**config.mk**
```make
export PLATFORM = sky130hd
export DESIGN_NAME = pl_reg_idex
export DESIGN_NICKNAME = d
export VERILOG_FILES = /design/src/rtl/pl_pkg.sv /design/src/rtl/pl_skid_buf.sv /design/src/rtl/pl_reg_idex.sv
export SDC_FILE = /design/constraint.sdc
export NUM_CORES = 1
export LEC_CHECK = 0
export CAP_MARGIN = 10
export CORE_MARGIN = 2
export CORE_UTILIZATION = 33
export DETAILED_ROUTE_END_ITERATION = 7
export GPL_ROUTABILITY_DRIVEN = 0
export PLACE_DENSITY = 0.55
export SYNTH_ARGS = -nofsm -noshare
export SYNTH_HDL_FRONTEND = slang
export SYNTH_SLANG_ARGS = --single-unit
```
**constraint.sdc**
```tcl
create_clock -name clk -period 2.9 [get_ports clk]
set_input_delay 0.435 -clock clk [delete_from_list [all_inputs] [get_ports clk]]
set_output_delay 0.435 -clock clk [all_outputs]
set_load 0.01 [all_outputs]
```
**src/rtl/pl_pkg.sv**
```systemverilog
// Shared definitions for the ID/EX pipeline register: ALU op codes,
// payload layout and skid-buffer state encoding.
package pl_pkg;

    localparam logic [4:0] ALU_ADD    = 5'b00000;
    localparam logic [4:0] ALU_SUB    = 5'b00001;
    localparam logic [4:0] ALU_AND    = 5'b00010;
    localparam logic [4:0] ALU_OR     = 5'b00011;
    localparam logic [4:0] ALU_XOR    = 5'b00100;
    localparam logic [4:0] ALU_SLL    = 5'b00101;
    localparam logic [4:0] ALU_SRL    = 5'b00110;
    localparam logic [4:0] ALU_SRA    = 5'b00111;
    localparam logic [4:0] ALU_SLT    = 5'b01000;
    localparam logic [4:0] ALU_SLTU   = 5'b01001;
    localparam logic [4:0] ALU_LUI    = 5'b01010;
    localparam logic [4:0] ALU_MUL    = 5'b01011;
    localparam logic [4:0] ALU_MULH   = 5'b01100;
    localparam logic [4:0] ALU_DIV    = 5'b01101;
    localparam logic [4:0] ALU_DIVU   = 5'b01110;
    localparam logic [4:0] ALU_REM    = 5'b01111;
    localparam logic [4:0] ALU_REMU   = 5'b10000;
    localparam logic [4:0] ALU_INC    = 5'b10001;
    localparam logic [4:0] ALU_DEC    = 5'b10010;
    localparam logic [4:0] ALU_OP_MAX = ALU_DEC;

    // Default operand/PC width of the decode-to-execute payload.
    localparam int PL_DATA_WIDTH = 64;

    typedef struct packed {
        logic [PL_DATA_WIDTH-1:0] a;
        logic [PL_DATA_WIDTH-1:0] b;
        logic [PL_DATA_WIDTH-1:0] pc4;
        logic [4:0]               aluc;
        logic                     call;
    } idex_payload_t;

    typedef enum logic [1:0] {
        IDX_EMPTY = 2'd0,
        IDX_FULL  = 2'd1,
        IDX_SKID  = 2'd2
    } idx_state_e;

endpackage

```
**src/rtl/pl_skid_buf.sv**
```systemverilog
// Generic 2-entry skid buffer: a main register driving the outputs plus
// one skid register. Upstream ready depends only on registered state, so
// there is no combinational path from out_ready to in_ready.
module pl_skid_buf
    import pl_pkg::*;
#(
    parameter int WIDTH = 32
) (
    input  logic             clk,
    input  logic             rst_n,
    input  logic             flush,
    input  logic             in_valid,
    output logic             in_ready,
    input  logic [WIDTH-1:0] in_data,
    output logic             out_valid,
    input  logic             out_ready,
    output logic [WIDTH-1:0] out_data
);

    idx_state_e       state_p1;
    logic [WIDTH-1:0] main_p1;
    logic [WIDTH-1:0] skid_p1;
    logic             vld_p1;
    logic             rdy_p1;
    logic             acc;
    logic             cons;

    assign acc       = in_valid && rdy_p1;
    assign cons      = vld_p1 && out_ready;
    assign in_ready  = rdy_p1;
    assign out_valid = vld_p1;
    assign out_data  = main_p1;

    // Stage p1: buffer FSM; flush beats every other event, reset holds ready low.
    always_ff @(posedge clk or negedge rst_n) begin
        if (!rst_n) begin
            state_p1 <= IDX_EMPTY;
            main_p1  <= '0;
            skid_p1  <= '0;
            vld_p1   <= 1'b0;
            rdy_p1   <= 1'b0;
        end else if (flush) begin
            state_p1 <= IDX_EMPTY;
            main_p1  <= '0;
            skid_p1  <= '0;
            vld_p1   <= 1'b0;
            rdy_p1   <= 1'b1;
        end else begin
            case (state_p1)
                IDX_EMPTY: begin
                    rdy_p1 <= 1'b1;
                    if (acc) begin
                        main_p1  <= in_data;
                        vld_p1   <= 1'b1;
                        state_p1 <= IDX_FULL;
                    end
                end
                IDX_FULL: begin
                    if (acc && cons) begin
                        main_p1 <= in_data;
                    end else if (cons) begin
                        vld_p1   <= 1'b0;
                        state_p1 <= IDX_EMPTY;
                    end else if (acc) begin
                        skid_p1  <= in_data;
                        rdy_p1   <= 1'b0;
                        state_p1 <= IDX_SKID;
                    end
                end
                IDX_SKID: begin
                    if (cons) begin
                        main_p1  <= skid_p1;
                        rdy_p1   <= 1'b1;
                        state_p1 <= IDX_FULL;
                    end
                end
                default: begin
                    state_p1 <= IDX_EMPTY;
                    vld_p1   <= 1'b0;
                    rdy_p1   <= 1'b1;
                end
            endcase
        end
    end

endmodule

```
**src/rtl/pl_reg_idex.sv**
```systemverilog
// Decode-to-execute pipeline register built on a 2-entry skid buffer,
// with flush and a saturating stall-cycle counter.
// Optional feature macro: PL_IDEX_OPCHECK_EN (illegal ALU op check and
// illegal_op pulse output).
module pl_reg_idex
    import pl_pkg::*;
#(
    parameter int DATA_WIDTH = 64,
    parameter int CNT_WIDTH  = 32
) (
    input  logic                  clk,
    input  logic                  rst_n,
    input  logic                  flush,
    input  logic                  d_valid,
    output logic                  d_ready,
    input  logic [DATA_WIDTH-1:0] d_a,
    input  logic [DATA_WIDTH-1:0] d_b,
    input  logic [DATA_WIDTH-1:0] d_pc4,
    input  logic [4:0]            d_aluc,
    input  logic                  d_call,
    output logic                  e_valid,
    input  logic                  e_ready,
    output logic [DATA_WIDTH-1:0] ea,
    output logic [DATA_WIDTH-1:0] eb,
    output logic [DATA_WIDTH-1:0] epc4,
    output logic [4:0]            ealuc,
    output logic                  ecall,
    output logic [CNT_WIDTH-1:0]  stall_cnt
`ifdef PL_IDEX_OPCHECK_EN
    ,
    output logic                  illegal_op
`endif
);

    // Payload carried through the buffer; width follows DATA_WIDTH.
    typedef struct packed {
        logic [DATA_WIDTH-1:0] a;
        logic [DATA_WIDTH-1:0] b;
        logic [DATA_WIDTH-1:0] pc4;
        logic [4:0]            aluc;
        logic                  call;
`ifdef PL_IDEX_OPCHECK_EN
        logic                  ill;
`endif
    } payload_t;

    localparam int PW = $bits(payload_t);

    payload_t             in_pl_p0;
    payload_t             out_pl_p1;
    logic [CNT_WIDTH-1:0] stall_p1;

    function automatic logic [CNT_WIDTH-1:0] sat_inc(input logic [CNT_WIDTH-1:0] v);
        return (&v) ? v : v + CNT_WIDTH'(1);
    endfunction

    // Stage p0: assemble the incoming payload, sanitising illegal ops when enabled.
    always_comb begin
        in_pl_p0      = '0;
        in_pl_p0.a    = d_a;
        in_pl_p0.b    = d_b;
        in_pl_p0.pc4  = d_pc4;
        in_pl_p0.call = d_call;
`ifdef PL_IDEX_OPCHECK_EN
        in_pl_p0.ill  = (d_aluc > ALU_OP_MAX);
        in_pl_p0.aluc = (d_aluc > ALU_OP_MAX) ? ALU_ADD : d_aluc;
`else
        in_pl_p0.aluc = d_aluc;
`endif
    end

    pl_skid_buf #(
        .WIDTH (PW)
    ) u_skid (
        .clk       (clk),
        .rst_n     (rst_n),
        .flush     (flush),
        .in_valid  (d_valid),
        .in_ready  (d_ready),
        .in_data   (in_pl_p0),
        .out_valid (e_valid),
        .out_ready (e_ready),
        .out_data  (out_pl_p1)
    );

    assign ea        = out_pl_p1.a;
    assign eb        = out_pl_p1.b;
    assign epc4      = out_pl_p1.pc4;
    assign ealuc     = out_pl_p1.aluc;
    assign ecall     = out_pl_p1.call;
    assign stall_cnt = stall_p1;

    // Stage p1: count stalled output cycles; survives flush, cleared only by reset.
    always_ff @(posedge clk or negedge rst_n) begin
        if (!rst_n) begin
            stall_p1 <= '0;
        end else if (e_valid && !e_ready) begin
            stall_p1 <= sat_inc(stall_p1);
        end
    end

`ifdef PL_IDEX_OPCHECK_EN
    logic shown_p1;

    // Stage p1: remember that the current output entry was already presented,
    // so a held illegal entry pulses illegal_op only on its first cycle.
    always_ff @(posedge clk or negedge rst_n) begin
        if (!rst_n) begin
            shown_p1 <= 1'b0;
        end else if (flush) begin
            shown_p1 <= 1'b0;
        end else begin
            shown_p1 <= e_valid && !e_ready;
        end
    end

    assign illegal_op = e_valid && out_pl_p1.ill && !shown_p1;
`endif

endmodule
```
==> results of run 1 <==
worst reg2reg max path, delay by kind of cell (launching register included):
| family | cells | cell delay, ps |
|---|---|---|
| buf+inv | 3 | 1070 |
| flops | 1 | 420 |
| mux | 1 | 320 |
| fa+ha+maj | 1 | 200 |
| compound gates | 1 | 100 |
layout make-up:
class	count	area (um2)
Antenna cell	2	5.00
Timing Repair Buffer	495	5190
Inverter	4	15.0
Tap cell	765	957
Fill cell	5256	31100
Sequential cell	432	10800
Multi-Input combinational cell	936	7530
Clock buffer	69	1460
Clock inverter	18	303
stage by stage:
step,hold slack [ps],setup WS [ps]
final,277,658
after global routing,253,490
after CTS,239,605
after detailed placement,475,206
after global placement,475,308
after floorplan,139,1020
cells in the mapped netlist, drive strengths merged (2+ instances only):
cell and number:
dfrtp 432, nor2 212, a211oi 200, a22o 198, mux2i 198, buf 75, clkbuf 61, nand2 20
nor3 15, xnor2 15, nand3 14, xor2 12, nand4 9, and3 5, ha 5, a41oi 4
and4 4, inv 4, a21oi 3, mux2 3, a31oi 2, nand3b 2, nor3b 2, nor4 2
or2 2
power groups by stage:
stage	combinational [W]	sequential [W]	clock, W
finish	0.0113	0.00840	0.00669
global route	0.0122	0.00856	0.00717
CTS	0.0115	0.00840	0.00691
detailed placement	0.0114	0.00848	0
global placement	0.0112	0.00846	0
floorplan	0.00702	0.00868	0
how the worst min path moves through the flow:
| stage | start | to | slack [ps] | depth (start not counted) |
|---|---|---|---|---|
| 4_1_cts | flush | u_skid.out_data[7]$_DFFE_PN0P_ | 240 | 2 |
| 2_1_floorplan | rst_n | stall_cnt[0]$_DFFE_PN0P_ | 140 | 0 |
| 5_1_grt | flush | u_skid.out_data[3]$_DFFE_PN0P_ | 250 | 2 |
| 3_3_place_gp | rst_n | u_skid.skid_p1[111]$_DFFE_PN0P_ | 470 | 1 |
| 6_report | flush | u_skid.out_data[7]$_DFFE_PN0P_ | 280 | 2 |
| 3_5_place_dp | rst_n | u_skid.skid_p1[111]$_DFFE_PN0P_ | 470 | 1 |
metal layers:
layer	vias up	GRT usage [%]
met1	7013	25.2
li1	6433	-
met5	-	0
met3	87	4.55
met4	8	5.76
met2	338	29.7
kinds of logic (layout without fill, tap and decap cells):
kind of cell / count (synthesis) / count (layout) / synth area share [%]
AOI/OAI and AO/OA: 411 / 411 / 20.4
and+or+nand+nor: 292 / 292 / 6.74
muxes: 201 / 201 / 10.6
xor gates and xnor gates: 27 / 27 / 1.24
DFF: 432 / 432 / 56.7
adders and majority gates: 5 / 5 / 0.328
buffers and inverters: 140 / 586 / 3.93
other: 0 / 2 / 0
state kept, by name, summed over array words and instances (netlist names):
signal and cells:
u_skid.skid_p1 198, stall_cnt 32, u_skid.out_data 198, u_skid.out_valid 1, u_skid.state_p1 2, u_skid.in_ready 1
what timing repair did:
action                                 4_1_cts  5_1_grt
hold buffers                                 1        0
resized for setup                            0        0
endpoints found under the hold margin       54        0
==> summary.txt, run 1 <==
Drt
  • Post-Route WL: 56600 um
  • Uppermost layer routed: met5
  • Met2 wire len: 26600 um
  • Average detailed-routed wire length per instance: 20.8 um
  • Number of antenna-violating nets in the routed design: 0
  • Via Count: 13879
  • Drt via density: 5.10
  • Count of TritonRoute iterations in the first routing pass: 5
  • Detailed route wirelength on metal3: ~3500 um
  • Detailed router's first-iteration violation count: 617
  • Met1 layer wirelength in the final routing: ~25000 um
  • Number of DRC violations after detailed routing: 0

Synthesis
  • Register area share after synthesis: between 50% and 60%
  • Number of synthesized register bits: 432
  • Synth cell types: 47
  • Cell count after synthesis: 1508
  • Top_reg_cell synth: sky130_fd_sc_hd__dfrtp_1
  • Post-synth EDFFs: 0
  • Netlist area before placement: 19100 um2
  • Area share of the largest cell type after synthesis: ~57%
  • Largest cells by area after synthesis: sky130_fd_sc_hd__dfrtp_1, sky130_fd_sc_hd__mux2i_1, sky130_fd_sc_hd__a22o_1
  • Dominant cell type by area after synthesis: sky130_fd_sc_hd__dfrtp_1
  • Fraction of synthesis flops using an asynchronous set or reset pin: 100%
  • Yosys warns: 0
  • Number of nets produced by synthesis: 1716
  • Average size of a mapped cell: 12.6 um2

Final layout
  • Final Net Count: 2127
  • Final design utilization: a little under half
  • Most frequent cells in the layout: sky130_fd_sc_hd__clkdlybuf4s50_1, sky130_fd_sc_hd__dfrtp_1, sky130_fd_sc_hd__nor2_1
  • Share of layout cells above drive strength 1: 13.9%
  • Final design instance area without fill: ~26000 um2
  • Relative area change from synthesis to final layout: 37.9%
  • Cell Count, Final, Fillers Out: 2721

Die
  • Std-Cell Core Area: 57400 um2
  • Site Rows: 88
  • Horizontal extent of the die: 244 um
  • Number of top-level pins: 435
  • Starting density of the core: 33.2%
  • Die Footprint: 59700 um2
  • Height of the die: 244 um

Global routing
  • Total grt overflow: 0
  • Wire length of the first global-routing pass: 87900 um
  • Pin count of the biggest net entering global routing: about 110
  • Number of global-route vias before repair: roughly 14000
  • Overall Global Routing Usage: about a fifth
  • Antenna violations before repair: 6

Power and ir drop
  • Fraction of power consumed by the clock network: 25.4%
  • Switching power share of the total: 36.1%
  • Power per standard cell area: about 1000 nW/um2
  • Internal power: 0.0168 W
  • Tot Pwr: 0.0263 W
  • Part of the total power dissipated in combinational logic: between 40% and 50%
  • Switching component of the power: between 0.009 and 0.01 W
  • Register share of total power: 31.9%
  • Static Leak: 10.9 nW
  • Max VDD drop: roughly 670 uV

Clock tree
  • H-tree levels: 2
  • Max Root-Sink Buffers: 3
  • Clock net sink count: 432
  • Clock transition at the registers of the reported paths: around 60 ps
  • Total setup buffers inserted after CTS: 0
  • Number of buffers created by CTS: 50
  • Root cell of the clock tree: sky130_fd_sc_hd__clkbuf_16
  • CTS tree: yes
  • Clock latency at the later pin of the worst-skew pair: ~590 ps

Timing
  • Portion of the clock cycle consumed by the worst path in the final layout: 77.3%
  • Post-layout min period: 2240 ps
  • Actual transition at the worst max-transition pin: 881 ps
  • Fin Clk Skew: a little under 20 ps
  • Pins Over Slew Limit: 0
  • Final-layout setup total negative slack: 0 ps
  • Setup violations, final: 0
  • Maximum achievable frequency: 446 MHz
  • Setup repair after global routing missed its margin: false
  • Final-report hold violation count: 0
  • Worst relative slew slack: 41.3%

Worst setup path
  • CP arrival: around 2700 ps
  • Startpoint type of the worst setup path: flip-flop
  • Family with the most delay on the worst path: buffers and inverters
  • Capture instance of the worst register-to-register path: u_skid.out_data[19]$_DFFE_PN0P_
  • Worst path depth: 6
  • Origin of the worst setup path: u_skid.state_p1[0]$_DFFE_PN0P_
  • Critical path peak fanout: 61
  • R2R Path Start: u_skid.state_p1[0]$_DFFE_PN0P_
  • Start-to-end type of the worst setup path: reg -> reg
  • Kind of end point of the critical path: flip-flop
  • Cell with the biggest individual delay on the critical path: sky130_fd_sc_hd__buf_4
  • Required time of the worst setup path: 3340 ps
  • Worst reg-to-reg path cell count: 6
  • Worst Setup EP: u_skid.out_data[19]$_DFFE_PN0P_
  • Ordered list of cells on the worst path: inv_1, ha_4, buf_12, buf_4, mux2i_1, a211oi_2
  • Worst reg2reg setup slack: 660 ps
  • Largest incremental delay on the critical path: 470 ps
  • Number of buffer and inverter stages on the critical path: 3

Place
  • HPWL Detailed: 37700 um
  • Area after detailed placement: 24500 um2
  • Number of placed instances, taps included: 2631
  • Number of port buffers: between 400 and 500

Run status
  • Run status: completed

Hold path
  • Hold crit path type: in -> reg

Job
  • Max Cap Viol: 0
(Power assumes the default switching activity.)
==> run 2: changes to the inputs <==
- PLACE_DENSITY: 0.55 -> 0.58
- clock period: 2.9 -> 2 ns (I/O delays scaled with it)
==> run 2 against run 1 <==
Against the previous run: via count grew 2.9%; clock-buffer cell count did not move; maximum frequency up 15%; register-to-register slack lost 610 ps; non-clock buffer count up 69; final area grew 3.5%; sequential share of layout area fell by 1.4 points; largest cell class unchanged; wire length up 2.2%; worst setup slack got worse by 610 ps; die area unchanged.
==> summary.txt, run 2 (synthesis results as in run 1) <==
Global routing
  • Total grt overflow: 0
  • Wire length of the first global-routing pass: 88900 um
  • Antenna violations before repair: 4
  • Number of global-route vias before repair: 14987
  • Overall Global Routing Usage: 18.7%
  • Pin count of the biggest net entering global routing: 107

Timing
  • Pins Over Slew Limit: 0
  • Maximum achievable frequency: 513 MHz
  • Setup violations, final: 0
  • Setup repair after global routing missed its margin: true
  • Post-layout min period: 1950 ps
  • Actual transition at the worst max-transition pin: 758 ps
  • Final-report hold violation count: 0
  • Portion of the clock cycle consumed by the worst path in the final layout: a little over nine tenths
  • Final-layout setup total negative slack: 0 ps
  • Fin Clk Skew: 13.0 ps
  • Worst relative slew slack: 49.5%

Die
  • Die Footprint: roughly 60000 um2
  • Site Rows: between 80 and 90
  • Number of top-level pins: approximately 440
  • Std-Cell Core Area: 57400 um2
  • Starting density of the core: approximately a third
  • Height of the die: ~240 um
  • Horizontal extent of the die: 244 um

Clock tree
  • Clock latency at the later pin of the worst-skew pair: 580 ps
  • Clock net sink count: 432
  • H-tree levels: 2
  • Number of buffers created by CTS: 50
  • Max Root-Sink Buffers: 3
  • CTS tree: yes
  • Clock transition at the registers of the reported paths: ~60 ps
  • Root cell of the clock tree: sky130_fd_sc_hd__clkbuf_16

Drt
  • Drt via density: 5.11
  • Average detailed-routed wire length per instance: 20.7 um
  • Via Count: 14278
  • Number of DRC violations after detailed routing: 0
  • Post-Route WL: 57800 um
  • Detailed router's first-iteration violation count: between 800 and 900
  • Count of TritonRoute iterations in the first routing pass: 7
  • Number of antenna-violating nets in the routed design: 0

Worst setup path
  • Start-to-end type of the worst setup path: reg -> reg
  • Required time of the worst setup path: 2490 ps
  • Startpoint type of the worst setup path: flip-flop
  • R2R Path Start: u_skid.state_p1[1]$_DFFE_PN0P_
  • Kind of end point of the critical path: flip-flop
  • CP arrival: 2440 ps
  • Critical path peak fanout: 17
  • Origin of the worst setup path: u_skid.state_p1[1]$_DFFE_PN0P_

Final layout
  • Cell Count, Final, Fillers Out: 2792
  • Most frequent cells in the layout: sky130_fd_sc_hd__dfrtp_1, sky130_fd_sc_hd__clkdlybuf4s50_1, sky130_fd_sc_hd__nor2_1
  • Most frequent standard cell in the layout excluding fill and tap cells: sky130_fd_sc_hd__dfrtp_1
  • Relative area change from synthesis to final layout: 42.8%
  • Share of layout cells above drive strength 1: 17.6%
  • Final design instance area without fill: approximately 27000 um2
  • Final Net Count: 2196

Hold path
  • Hold crit path type: in -> reg
  • Source of the worst hold timing path: flush

Place
  • HPWL Detailed: 38300 um
  • Number of port buffers: 434
  • Number of placed instances, taps included: 2684
  • Area after detailed placement: 25100 um2

Power and ir drop
  • Static Leak: 11.4 nW
  • Part of the total power dissipated in combinational logic: between 40% and 50%
  • Internal power: about 0.026 W
  • Power per standard cell area: 1510 nW/um2
  • Switching component of the power: between 0.01 and 0.015 W
  • Switching power share of the total: 36.0%
  • Register share of total power: 29.8%
  • Max VDD drop: 823 uV
  • Fraction of power consumed by the clock network: 23.2%

Job
  • Max Cap Viol: 0

Run status
  • Run status: completed
run 2: changes by cell type in the layout (fill, tap and decap cells not counted), moves of 3 or more:
cell,delta
sky130_fd_sc_hd__clkbuf_1,+3
sky130_fd_sc_hd__buf_6,+8
sky130_fd_sc_hd__buf_16,+5
sky130_fd_sc_hd__clkbuf_8,-3
sky130_fd_sc_hd__clkinv_2,+6
sky130_fd_sc_hd__clkbuf_16,+7
sky130_fd_sc_hd__buf_12,+12
sky130_fd_sc_hd__buf_4,+36
sky130_fd_sc_hd__a211oi_1,-10
sky130_fd_sc_hd__a211oi_2,+10
run 2: final cells by class:
| type | instances | area, um2 |
|---|---|---|
| diodes | 2 | 5.00 |
| multi-input cells | 936 | 7600 |
| inverters | 4 | 15.0 |
| repair buffers | 564 | 6120 |
| well taps | 765 | 957 |
| clock inverters | 20 | 262 |
| flip-flops and latches | 432 | 10800 |
| fillers | 5124 | 30200 |
| clock buffers | 69 | 1430 |
run 2: per-stage QoR:
stage	setup WS [ps]	power, W	utilization, %	hold WS, ps
global route	-33.8	0.0434	47.4	108
CTS	10.1	0.0397	46.7	79.9
finish	49.8	0.0409	47.4	117
global placement	-236	0.0295	43.7	243
floorplan	122	0.0228	-	4.41
detailed placement	-255	0.0299	43.7	241
run 2: critical path, stage by stage (launching register included):
cell and delay (ps):
sky130_fd_sc_hd__dfrtp_1 420, sky130_fd_sc_hd__ha_4 220, sky130_fd_sc_hd__a22oi_2 200, sky130_fd_sc_hd__o211a_4 270
sky130_fd_sc_hd__buf_12 120, sky130_fd_sc_hd__clkbuf_16 160, sky130_fd_sc_hd__clkbuf_16 210, sky130_fd_sc_hd__nor2_1 60
sky130_fd_sc_hd__a211oi_2 180
run 2: path summary, 6_finish.rpt:
kind,to,slack [ps],cells past startpoint
hold / removal,u_skid.state_p1[0]$_DFFE_PN0P_,120,3
min in group asynchronous,u_skid.out_data[28]$_DFFE_PN0P_,220,2
max in group asynchronous,u_skid.skid_p1[149]$_DFFE_PN0P_,910,3
setup / recovery,u_skid.out_data[83]$_DFFE_PN0P_,50,8
setup reg to reg,u_skid.out_data[83]$_DFFE_PN0P_,50,8
hold reg to reg,u_skid.skid_p1[190]$_DFFE_PN0P_,500,1
run 2: timing repair:
item                                    CTS  global route
pin swaps                                 0             4
resized for setup                         1            33
endpoints found under the setup margin   14           174
hold buffers                              1             0
hold endpoints to repair                 76             0
setup buffers                             2             6
gates cloned                              0             8
run 2: layer usage:
metal  wire length, um  part of all wire (%)  vias to the layer above  track usage, %
met1             25700                    44                     7242            25.5
li1                  -                     -                     6563               -
met5                24                 0.042                        -               0
met4              1560                   2.7                        4            5.69
met3              3360                   5.8                       88            4.50
met2             27200                    47                      381            29.6
run 2: power by group through the flow:
stage | Combinational [W] | Clock (W) | Sequential [W]
2_1_floorplan | 0.0102 | 0 | 0.0126
3_3_place_gp | 0.0172 | 0 | 0.0123
3_5_place_dp | 0.0176 | 0 | 0.0123
4_1_cts | 0.0177 | 0.00974 | 0.0122
5_1_grt | 0.0208 | 0.0101 | 0.0124
6_report | 0.0192 | 0.00950 | 0.0122
